## src/rtl/mem_port_arbiter.sv

```systemverilog
// Arbitrates one single-ported memory between instruction fetch (IF) and load/store (LS).
// LS wins by default; IF is forced after STARVE_LIMIT back-to-back LS grants, and a watchdog
// aborts any access left unacknowledged for TIMEOUT cycles.
module mem_port_arbiter #(
  parameter int unsigned BUS_WIDTH    = 32,
  parameter int unsigned STARVE_LIMIT = 4,
  parameter int unsigned TIMEOUT      = 64
) (
  input  logic                 clk_i,
  input  logic                 rst_ni,
  // fetch requester
  input  logic                 if_req_i,
  input  logic [BUS_WIDTH-1:0] if_addr_i,
  output logic                 if_ready_o,
  output logic                 if_rvalid_o,
  output logic [BUS_WIDTH-1:0] if_rdata_o,
  // load/store requester
  input  logic                 ls_req_i,
  input  logic                 ls_wr_i,
  input  logic [BUS_WIDTH-1:0] ls_addr_i,
  input  logic [BUS_WIDTH-1:0] ls_wdata_i,
  output logic                 ls_ready_o,
  output logic                 ls_rvalid_o,
  output logic [BUS_WIDTH-1:0] ls_rdata_o,
  // memory side
  output logic                 mem_req_o,
  output logic                 mem_wr_o,
  output logic [BUS_WIDTH-1:0] mem_addr_o,
  output logic [BUS_WIDTH-1:0] mem_wdata_o,
  input  logic                 mem_ack_i,
  input  logic [BUS_WIDTH-1:0] mem_rdata_i,
  // status
  output logic                 err_o,
  output logic                 busy_o
);

  localparam int unsigned StarveW = (STARVE_LIMIT > 0) ? $clog2(STARVE_LIMIT + 1) : 1;
  localparam int unsigned TmoW    = (TIMEOUT > 1) ? $clog2(TIMEOUT) : 1;
  localparam logic [StarveW-1:0] StarveMax = StarveW'(STARVE_LIMIT);
  localparam logic [TmoW-1:0]    TmoLast   = TmoW'(TIMEOUT - 1);

  typedef enum logic [1:0] {StIdle, StWaitIf, StWaitLs} state_e;

  state_e               state_q;
  logic [StarveW-1:0]   starve_q;
  logic [TmoW-1:0]      tmo_q;
  logic                 if_ready_q, if_rvalid_q, ls_ready_q, ls_rvalid_q;
  logic                 mem_req_q, mem_wr_q, err_q, busy_q;
  logic [BUS_WIDTH-1:0] if_rdata_q, ls_rdata_q, mem_addr_q, mem_wdata_q;
  logic                 grant_ls, grant_if;

  // LS has priority unless IF has waited through STARVE_LIMIT consecutive LS grants
  always_comb begin
    grant_ls = ls_req_i && !(if_req_i && (starve_q == StarveMax));
    grant_if = !grant_ls && if_req_i;
  end

  always_ff @(posedge clk_i or negedge rst_ni) begin
    if (!rst_ni) begin
      state_q     <= StIdle;
      starve_q    <= '0;
      tmo_q       <= '0;
      if_ready_q  <= 1'b0;
      if_rvalid_q <= 1'b0;
      if_rdata_q  <= '0;
      ls_ready_q  <= 1'b0;
      ls_rvalid_q <= 1'b0;
      ls_rdata_q  <= '0;
      mem_req_q   <= 1'b0;
      mem_wr_q    <= 1'b0;
      mem_addr_q  <= '0;
      mem_wdata_q <= '0;
      err_q       <= 1'b0;
      busy_q      <= 1'b0;
    end else begin
      if_ready_q  <= 1'b0;
      if_rvalid_q <= 1'b0;
      ls_ready_q  <= 1'b0;
      ls_rvalid_q <= 1'b0;
      err_q       <= 1'b0;
      if (!if_req_i) starve_q <= '0;

      unique case (state_q)
        StIdle: begin
          if (grant_ls) begin
            state_q     <= StWaitLs;
            mem_req_q   <= 1'b1;
            mem_wr_q    <= ls_wr_i;
            mem_addr_q  <= ls_addr_i;
            mem_wdata_q <= ls_wdata_i;
            ls_ready_q  <= 1'b1;
            busy_q      <= 1'b1;
            tmo_q       <= '0;
            if (if_req_i && (starve_q != StarveMax)) starve_q <= starve_q + 1'b1;
          end else if (grant_if) begin
            state_q    <= StWaitIf;
            mem_req_q  <= 1'b1;
            mem_wr_q   <= 1'b0;
            mem_addr_q <= if_addr_i;
            if_ready_q <= 1'b1;
            busy_q     <= 1'b1;
            tmo_q      <= '0;
            starve_q   <= '0;
          end
        end
        StWaitIf, StWaitLs: begin
          if (mem_ack_i) begin
            state_q   <= StIdle;
            mem_req_q <= 1'b0;
            mem_wr_q  <= 1'b0;
            busy_q    <= 1'b0;
            if (state_q == StWaitIf) begin
              if_rdata_q  <= mem_rdata_i;
              if_rvalid_q <= 1'b1;
            end else begin
              ls_rvalid_q <= 1'b1;
              if (!mem_wr_q) ls_rdata_q <= mem_rdata_i;
            end
          end else if (tmo_q == TmoLast) begin
            state_q   <= StIdle;
            mem_req_q <= 1'b0;
            mem_wr_q  <= 1'b0;
            busy_q    <= 1'b0;
            err_q     <= 1'b1;
          end else begin
            tmo_q <= tmo_q + 1'b1;
          end
        end
        default: state_q <= StIdle;
      endcase
    end
  end

  assign if_ready_o  = if_ready_q;
  assign if_rvalid_o = if_rvalid_q;
  assign if_rdata_o  = if_rdata_q;
  assign ls_ready_o  = ls_ready_q;
  assign ls_rvalid_o = ls_rvalid_q;
  assign ls_rdata_o  = ls_rdata_q;
  assign mem_req_o   = mem_req_q;
  assign mem_wr_o    = mem_wr_q;
  assign mem_addr_o  = mem_addr_q;
  assign mem_wdata_o = mem_wdata_q;
  assign err_o       = err_q;
  assign busy_o      = busy_q;

endmodule

```

## config.mk

```make
export PLATFORM = sky130hd
export DESIGN_NAME = mem_port_arbiter
export DESIGN_NICKNAME = d
export VERILOG_FILES = /design/src/rtl/mem_port_arbiter.sv
export SDC_FILE = /design/constraint.sdc
export NUM_CORES = 1
export LEC_CHECK = 0
export BUFFER_PORTS_ARGS = -buffer_cell sky130_fd_sc_hd__buf_2
export CAP_MARGIN = 20
export CORE_UTILIZATION = 47
export CTS_CLUSTER_SIZE = 14
export DETAILED_ROUTE_END_ITERATION = 7
export GPL_TIMING_DRIVEN = 1
export PLACE_DENSITY = 0.8
export SETUP_SLACK_MARGIN = 0.1
export SYNTH_ARGS = -nofsm -noshare
export SYNTH_HDL_FRONTEND = slang
export SYNTH_SLANG_ARGS = --single-unit
```

## constraint.sdc

```tcl
create_clock -name clk_i -period 2 [get_ports clk_i]
set_input_delay 0.1 -clock clk_i [delete_from_list [all_inputs] [get_ports clk_i]]
set_output_delay 0.1 -clock clk_i [all_outputs]
set_load 0.05 [all_outputs]
```

**Yosys cells after proc, flatten, opt, wreduce, memory -nomap -nowiden**

Index checks and enable logic that the tools add are counted.
Widths: inputs -> output; s select.

- Muxes and demuxes: 39
- Bitwise gates (word level): 2
- Equal/unequal tests: 9
- $add $sub $neg: 2
- Reduce and logical (&&, ||, !) cells: 17

Operators with widths:

| kind | number |
|---|---|
| $mux 32 | 2 |
| $mux 6 | 4 |
| $mux 1 | 20 |
| $mux 3 | 5 |
| $pmux 6 s2 | 1 |
| $ne 3x3->1 const B | 3 |
| $mux 2 | 4 |
| $reduce_and 4->1 | 2 |
| $add 6x1->6 const B | 1 |
| $eq 6x6->1 const B | 1 |
| $reduce_and 2->1 | 3 |
| $reduce_and 3->1 | 2 |
| $logic_and 1x1->1 | 4 |
| $ne 2x2->1 const B | 2 |
| $pmux 1 s2 | 2 |
| $pmux 2 s2 | 1 |
| $reduce_bool 2->1 | 2 |
| $add 3x1->3 const B | 1 |
| $eq 3x3->1 const B | 1 |
| $eq 2x1->1 const B | 1 |
| $eq 2x2->1 const B | 1 |
| $logic_not 1->1 | 2 |
| $logic_not 2->1 | 1 |
| $not 1->1 | 2 |
| $reduce_or 2->1 | 1 |

- Word-level logic and storage cells: 83
- Register bits: 146
- Output and inout port bits: 136

**Logic depth before layout (Yosys ltp)**

Gate-level depths: netlist of run 1.

- Depth in word-level cells: 9
- Mapped depth: 7

**Least setup slack after synthesis of run 1**

OpenSTA, ideal clock, no wires.

- Path kind: register to register
- Start: reg state_q[0]
- End: reg tmo_q[4]
- Data required time: 1.923 ns
- Path slack: 0.270 ns
- Data arrival time: 1.652 ns
- Library setup time: 0.077 ns
- Cell stages (with the launch flop): 8
- Period minus slack after synthesis: 1.730 ns
- Cells stage by stage: dfrtp_1 inv_1 ha_1 buf_2 nor2_1 a211o_1 or4_1 a21oi_1

- Longest elaborated chain between the ends: 4

Ends and longest elaborated chain:

| element | line | source |
|---|---|---|
| from (decl) | 44 | `state_e state_q;` |
| from (signal assigned) | 60 | `state_q <= StIdle;` |
| from (signal assigned) | 86 | `state_q <= StWaitLs;` |
| from (signal assigned) | 96 | `state_q <= StWaitIf;` |
| $eq 2x1->1 / $eq 2x2->1 (equally long branches) | 83 | `unique case (state_q)` |
| $reduce_or 2->1 | 83 |  |
| $ne 2x2->1 (no line) / $reduce_bool 2->1 (equally long branches) | - |  |
| $reduce_and 4->1 (no line) | - |  |
| to (signal assigned) | 126 | `tmo_q <= tmo_q + 1'b1;` |
| to (decl) | 46 | `logic [TmoW-1:0] tmo_q;` |

Several ways; a longest one is shown, not always the timed one.
A chain may end at the register's enable or synchronous reset.

**Final worst setup path of run 1**

- Start: reg state_q[0]
- End: reg ls_rdata_q[13], in the netlist ls_rdata_o[13]

- Longest elaborated chain between the ends: 3

Ends and longest elaborated chain:

| element | line | source |
|---|---|---|
| $eq 2x1->1 / $eq 2x2->1 (equally long branches) | 83, 112 |  |
| $reduce_or 2->1 / $not 1->1 (equally long branches) | - |  |
| $reduce_and 4->1 (no line) * | - |  |
| to (signal assigned) | 117 | `if (!mem_wr_q) ls_rdata_q <= mem_rdata_i;` |
| to (decl) | 49 | `logic [BUS_WIDTH-1:0] if_rdata_q, ls_rdata_q, mem_addr_q, mem_wdata_q;` |

Every way passes the cells marked *; elsewhere a longest branch is shown, timed or not.

==> results of run 1 <==
[power breakdown]
group	internal (uW)	total [uW]	switching, uW
Combinational	2780	9800	7030
Sequential	4380	5170	791
Clock	2270	3440	1170
Total	9420	18400	8990
[critical path, stage by stage (launching register included)]
cell and delay, ps:
dfrtp_1 350, inv_1 80, ha_4 320, nand2_2 80, nor3_4 210, buf_12 140
buf_12 160, mux2_2 360
[path summary, 6_finish.rpt]
kind | startpoint | to | cells past startpoint
worst max-delay path | state_q[0] | ls_rdata_o[13] | 7
max in group asynchronous | rst_ni | starve_q[1] | 3
min in group asynchronous | rst_ni | if_rdata_o[8] | 2
worst max register to register | state_q[0] | ls_rdata_o[13] | 7
worst min-delay path | if_addr_i[23] | mem_addr_o[23] | 3
worst min register to register | mem_addr_o[13] | mem_addr_o[13] | 2
[cells in the final DEF, fill, tap and decap left out, types with 4 or more instances in the layout]
cell           netlist  routed
inv_1                8       8
o21ai_0             42      41
mux2i_1             33      33
ha_1                 5       4
nand3_1              4       4
buf_12               0       7
buf_4                2       5
dlygate4sd3_1        0     109
clkbuf_16            0      18
and3_1               4       4
bufinv_16            0       5
dfrtp_1            146     146
a31oi_1              4       4
a21oi_1              6       6
buf_2               16     268
nand2_1             42      41
mux2_2              95      95
nor2_1               5       5
[metal layers]
| metal | vias to the layer above | wire length [um] |
|---|---|---|
| met5 | - | 0 |
| met4 | 0 | 412 |
| met3 | 37 | 1320 |
| met2 | 256 | 9250 |
| met1 | 2430 | 6680 |
| li1 | 2331 | - |
[flip-flops by register name, indices dropped and copies added (netlist names), 2 cells and up]
name,flops
if_rdata_o,32
ls_rdata_o,32
mem_addr_o,32
mem_wdata_o,32
starve_q,3
state_q,2
tmo_q,6
[metrics by stage]
step | instances | instance area, um^2 | hold WS [ps]
CTS | 1004 | 9280 | 3.33
floorplan | 443 | 5940 | -196
global route | 1009 | 9370 | 0.601
global placement | 864 | 7540 | 64.1
finish | 1010 | 9370 | -4.49
detailed placement | 864 | 7540 | 67.6
[cell type report]
class	count	share of cell area (%)
clock inverter	10	1.94
clock buffer	21	4.91
multi-input combinational	264	23.2
timing repair buffer	392	28.4
inverter	8	0.320
antenna	1	0.0267
tap	168	2.24
sequential	146	39.0
[cell families after synthesis]
kind of cell | share of synthesized area [%]
buffers and inverters | 2.55
multiplexers | 23.9
AND/OR/NAND/NOR | 5.41
AO/OA/AOI/OAI | 5.56
flip-flops | 61.5
adder cells (fa/ha/maj) | 1.05
[timing repair]
item                                    CTS  global route
pin swaps                                 0             2
resized for setup                         1             3
gates cloned                              0             2
setup buffers                             0             3
endpoints found under the setup margin   32            34
endpoints found under the hold margin   169             0
hold buffers                            109             0
==> impl_metrics.py, run 1 <==
metrics = {
    "status": {
        "outcome": "finished, violations left",
        "violations": "hold timing",
    },
    "worst_setup_path": {
        "worst_ep_required_time_ps": 2290,
        "critPathArrivalTime_ps": 2110,
        "cp-end-kind": "flop",
        "critPathKind": "flop to flop",
        "cp_max_fo": 16,
        "reg2reg_slack_ps": 180,
        "start_kind": "flop",
    },
    "place": {
        "place.gp.congestion": 0.817,
        "portBuffers": 269,
        "detailed_place_hpwl_um": 10400,
        "pre_cts_slack_ps": 63.5,
    },
    "grt": {
        "globalRouteMet3Util_pct": 7.41,
        "grt_overflow": 0,
        "met2_usage_pct": 49.8,
        "track_usage_pct": 27.2,
        "grt.busiest_layer": "met2",
        "antenna_found_initial": 0,
        "grt_max_degree": 64,
        "grt_use_met1_pct": 29.6,
        "grt_pass1_wl_um": 27100,
        "grt_pass1_vias": 5506,
    },
    "synth": {
        "ys_seq_elements": 146,
        "synth_largest_area_cell": "dfrtp_1",
        "ys_top_cells_by_count": "dfrtp_1, mux2_2, nand2_1, o21ai_0, mux2i_1",
        "syn_nets": 582,
        "yosysUniqueCellTypes": 34,
        "yosys-top-cells-area": "dfrtp_1, mux2_2, mux2i_1",
        "synth-edff-count": 0,
        "synth.cell_area_um2": 5940,
        "syn_area_per_cell_um2": 13.4,
        "async_reset_ff_share_pct": 100,
        "seq_area_frac_synth_pct": 61.5,
        "synth_top_area_share_pct": 61.5,
        "synthFlopType": "dfrtp_1",
        "yosysWarningCount": 0,
        "synthMostInstantiatedCell": "dfrtp_1",
        "syn_inst": 443,
    },
    "detailed_routing": {
        "wire_per_inst_um": 17.5,
        "vias": 5054,
        "dr.pass1.iters": 4,
        "drt.antenna.violating_nets": 0,
        "drc": 0,
        "vias_per_cell": 5.00,
        "drt-total-wl_um": 17700,
        "drtIter0Drc": 251,
    },
    "timing": {
        "finalClockSkew_ps": 9.97,
        "whs_ps": -4.49,
        "slew_viol_final": 0,
        "period_minus_slack_ps": 1820,
        "tns_ps": 0,
        "setup_viol": 0,
        "rsz0062_at_grt": "false",
        "max_freq_mhz": 550,
        "hold_viol": 1,
        "fin_crit_sh_pct": 90.9,
        "slew_headroom_pct": 69.1,
        "worst_pin_slew_ps": 464,
        "finalWorstSetupSlack_ps": 182,
    },
    "clock_network": {
        "cts_buffers": 17,
        "clk_path_buf_depth": 2,
        "htree_levels": 4,
        "root_buffer": "clkbuf_16",
        "path_clk_slew_ps": 60,
        "cts_tree": "done",
        "numClockSinks": 146,
        "clk_latency_ps": 410,
    },
    "cells_and_area": {
        "utilization_pct": 77.0,
        "drive_gt1_share_pct": 49.3,
        "multi_input_area_um2": 2170,
        "final_nets": 968,
        "num-fill-cells": 709,
        "ff_latch_area_um2": 3650,
        "area_delta_synth_final_pct": 57.7,
    },
    "floorplan": {
        "initial_core_util_pct": 48.9,
        "core_um2": 12200,
        "die-height_um": 114,
        "design.die.area_um2": 13100,
        "die_x_um": 114,
        "rows": 40,
        "io_pins": 270,
    },
    "pwr": {
        "vdd_drop_max_mv": 1.11,
        "power_uw": 18400,
        "p_leak_uw": 0.00462,
        "p_per_area_nw_per_um2": 1960,
    },
    "worst_hold_path": {
        "min_path_type": "input pin to flop",
    },
    "job": {
        "maxCapViolations": 0,
    },
}
Note: power is estimated with default switching activity, not from simulation.
==> run 2: changes to the inputs <==
Settings changed: BUFFER_PORTS_ARGS -buffer_cell sky130_fd_sc_hd__buf_2 to not set, CORE_AREA set to 2 2 104 106, CORE_UTILIZATION 47 to not set, CTS_CLUSTER_SIZE 14 to 8, DIE_AREA set to 0 0 106 108, DONT_BUFFER_PORTS set to 1, PLACE_DENSITY 0.8 to 0.73, RECOVER_POWER set to 25.
==> impl_metrics.py, run 2 <==
metrics = {
    "status": {
        "outcome": "stopped before the end",
        "stop_stage": "clock tree synthesis (4_1_cts)",
        "error": "[ERROR RSZ-0060] Max buffer count reached.",
    },
    "clock_network": {
        "cts_buffers": 17,
        "cts_hold_buffers": 119,
        "clk_path_buf_depth": 2,
        "root_buffer": "clkbuf_8",
        "htree_levels": 4,
        "post_cts_buffers": 0,
        "numClockSinks": 146,
        "cts_resized": 1,
    },
    "synth": {
        "synth.cell_area_um2": 5940,
        "syn_nets": 582,
        "synth_largest_area_cell": "dfrtp_1",
        "yosys-top-cells-area": "dfrtp_1, mux2_2, mux2i_1",
        "ys_seq_elements": 146,
        "yosysUniqueCellTypes": 34,
        "ys_top_cells_by_count": "dfrtp_1, mux2_2, nand2_1, o21ai_0, mux2i_1",
        "syn_area_per_cell_um2": 13.4,
        "synthMostInstantiatedCell": "dfrtp_1",
        "seq_area_frac_synth_pct": 61.5,
        "synth-edff-count": 0,
        "synthFlopType": "dfrtp_1",
        "syn_inst": 443,
        "async_reset_ff_share_pct": 100,
        "synth_top_area_share_pct": 61.5,
        "yosysWarningCount": 0,
    },
    "floorplan": {
        "die-height_um": 108,
        "io_pins": 270,
        "rows": 37,
        "initial_core_util_pct": 58.1,
        "die_x_um": 106,
    },
    "place": {
        "detailed_place_hpwl_um": 8900,
        "place.gp.congestion": 0.829,
        "dp.cells": 562,
        "portBuffers": 0,
    },
}
## run 2: cell counts after synthesis
Identical to the previous run, type by type.
## run 2: cell families after synthesis
group,after synthesis,synth area share [%]
adders and majority gates,5,1.05
buffers and inverters,33,2.55
and+or+nand+nor,69,5.41
DFF,146,61.5
AOI/OAI and AO/OA,60,5.56
muxes,130,23.9
## run 2: metrics by stage
step | hold WS (ps) | cell area [um^2] | setup slack (ps) | util (%)
3_3_place_gp | -193 | 6130 | 138 | 59.9
2_1_floorplan | -196 | 5940 | 270 | -
3_5_place_dp | -194 | 6130 | 66.1 | 59.9
==> run 3: changes to the inputs <==
Settings changed: CORE_AREA 2 2 104 106 to not set, CORE_UTILIZATION set to 40, CTS_CLUSTER_SIZE 8 to not set, DIE_AREA 0 0 106 108 to not set, PLACE_DENSITY 0.73 to not set, PLACE_DENSITY_LB_ADDON set to 0.15, SETUP_SLACK_MARGIN 0.1 to not set.
==> impl_metrics.py, run 3 <==
metrics = {
    "clock_network": {
        "cts_resized": 0,
        "cts_buffers": 17,
        "htree_levels": 4,
        "root_buffer": "clkbuf_16",
        "clk_path_buf_depth": 2,
        "numClockSinks": 146,
        "cts_hold_buffers": 129,
        "post_cts_buffers": 0,
    },
    "synth": {
        "syn_area_per_cell_um2": 13.4,
        "synthXorXnorAreaFrac_pct": 0,
        "seq_area_frac_synth_pct": 61.5,
        "synthMuxAreaShare_pct": 23.9,
        "synth.cell_area_um2": 5940,
        "synthFlopType": "dfrtp_1",
        "synthSimpleGateAreaFrac_pct": 5.41,
        "synth-edff-count": 0,
        "synth_top_family_by_area": "multiplexers",
        "yosysWarningCount": 0,
        "syn_inst": 443,
        "ys_seq_elements": 146,
        "synth_top_area_share_pct": 61.5,
        "syn_nets": 582,
        "synth-compound-area-share_pct": 5.56,
        "synth_largest_area_cell": "dfrtp_1",
        "yosysUniqueCellTypes": 34,
        "synthAdderAreaFrac_pct": 1.05,
        "yosys-top-cells-area": "dfrtp_1, mux2_2, mux2i_1",
        "ys_top_cells_by_count": "dfrtp_1, mux2_2, nand2_1, o21ai_0, mux2i_1",
        "async_reset_ff_share_pct": 100,
        "synthMostInstantiatedCell": "dfrtp_1",
    },
    "status": {
        "stop_stage": "clock tree synthesis (4_1_cts)",
        "outcome": "stopped before the end",
        "error": "[ERROR RSZ-0060] Max buffer count reached.",
    },
    "floorplan": {
        "die-height_um": 124,
        "die_x_um": 124,
        "io_pins": 270,
        "rows": 44,
        "initial_core_util_pct": 40.9,
    },
    "place": {
        "portBuffers": 0,
        "detailed_place_hpwl_um": 8880,
        "place.gp.congestion": 0.818,
    },
}
[run 3: cell counts after synthesis]
No cell type changed its count.
[run 3: logic make-up after synthesis]
kind of cell | count (synthesis)
adder cells (fa/ha/maj) | 5
multiplexers | 130
flip-flops | 146
AO/OA/AOI/OAI | 60
buffers and inverters | 33
AND/OR/NAND/NOR | 69
[run 3: per-stage QoR]
step           hold slack, ps  cells  setup slack [ps]  cell area [um^2]  utilization [%]
2_1_floorplan            -196    443               270              5940                -
3_3_place_gp             -193    611               120              6200             42.6
3_5_place_dp             -193    611              93.8              6200             42.6
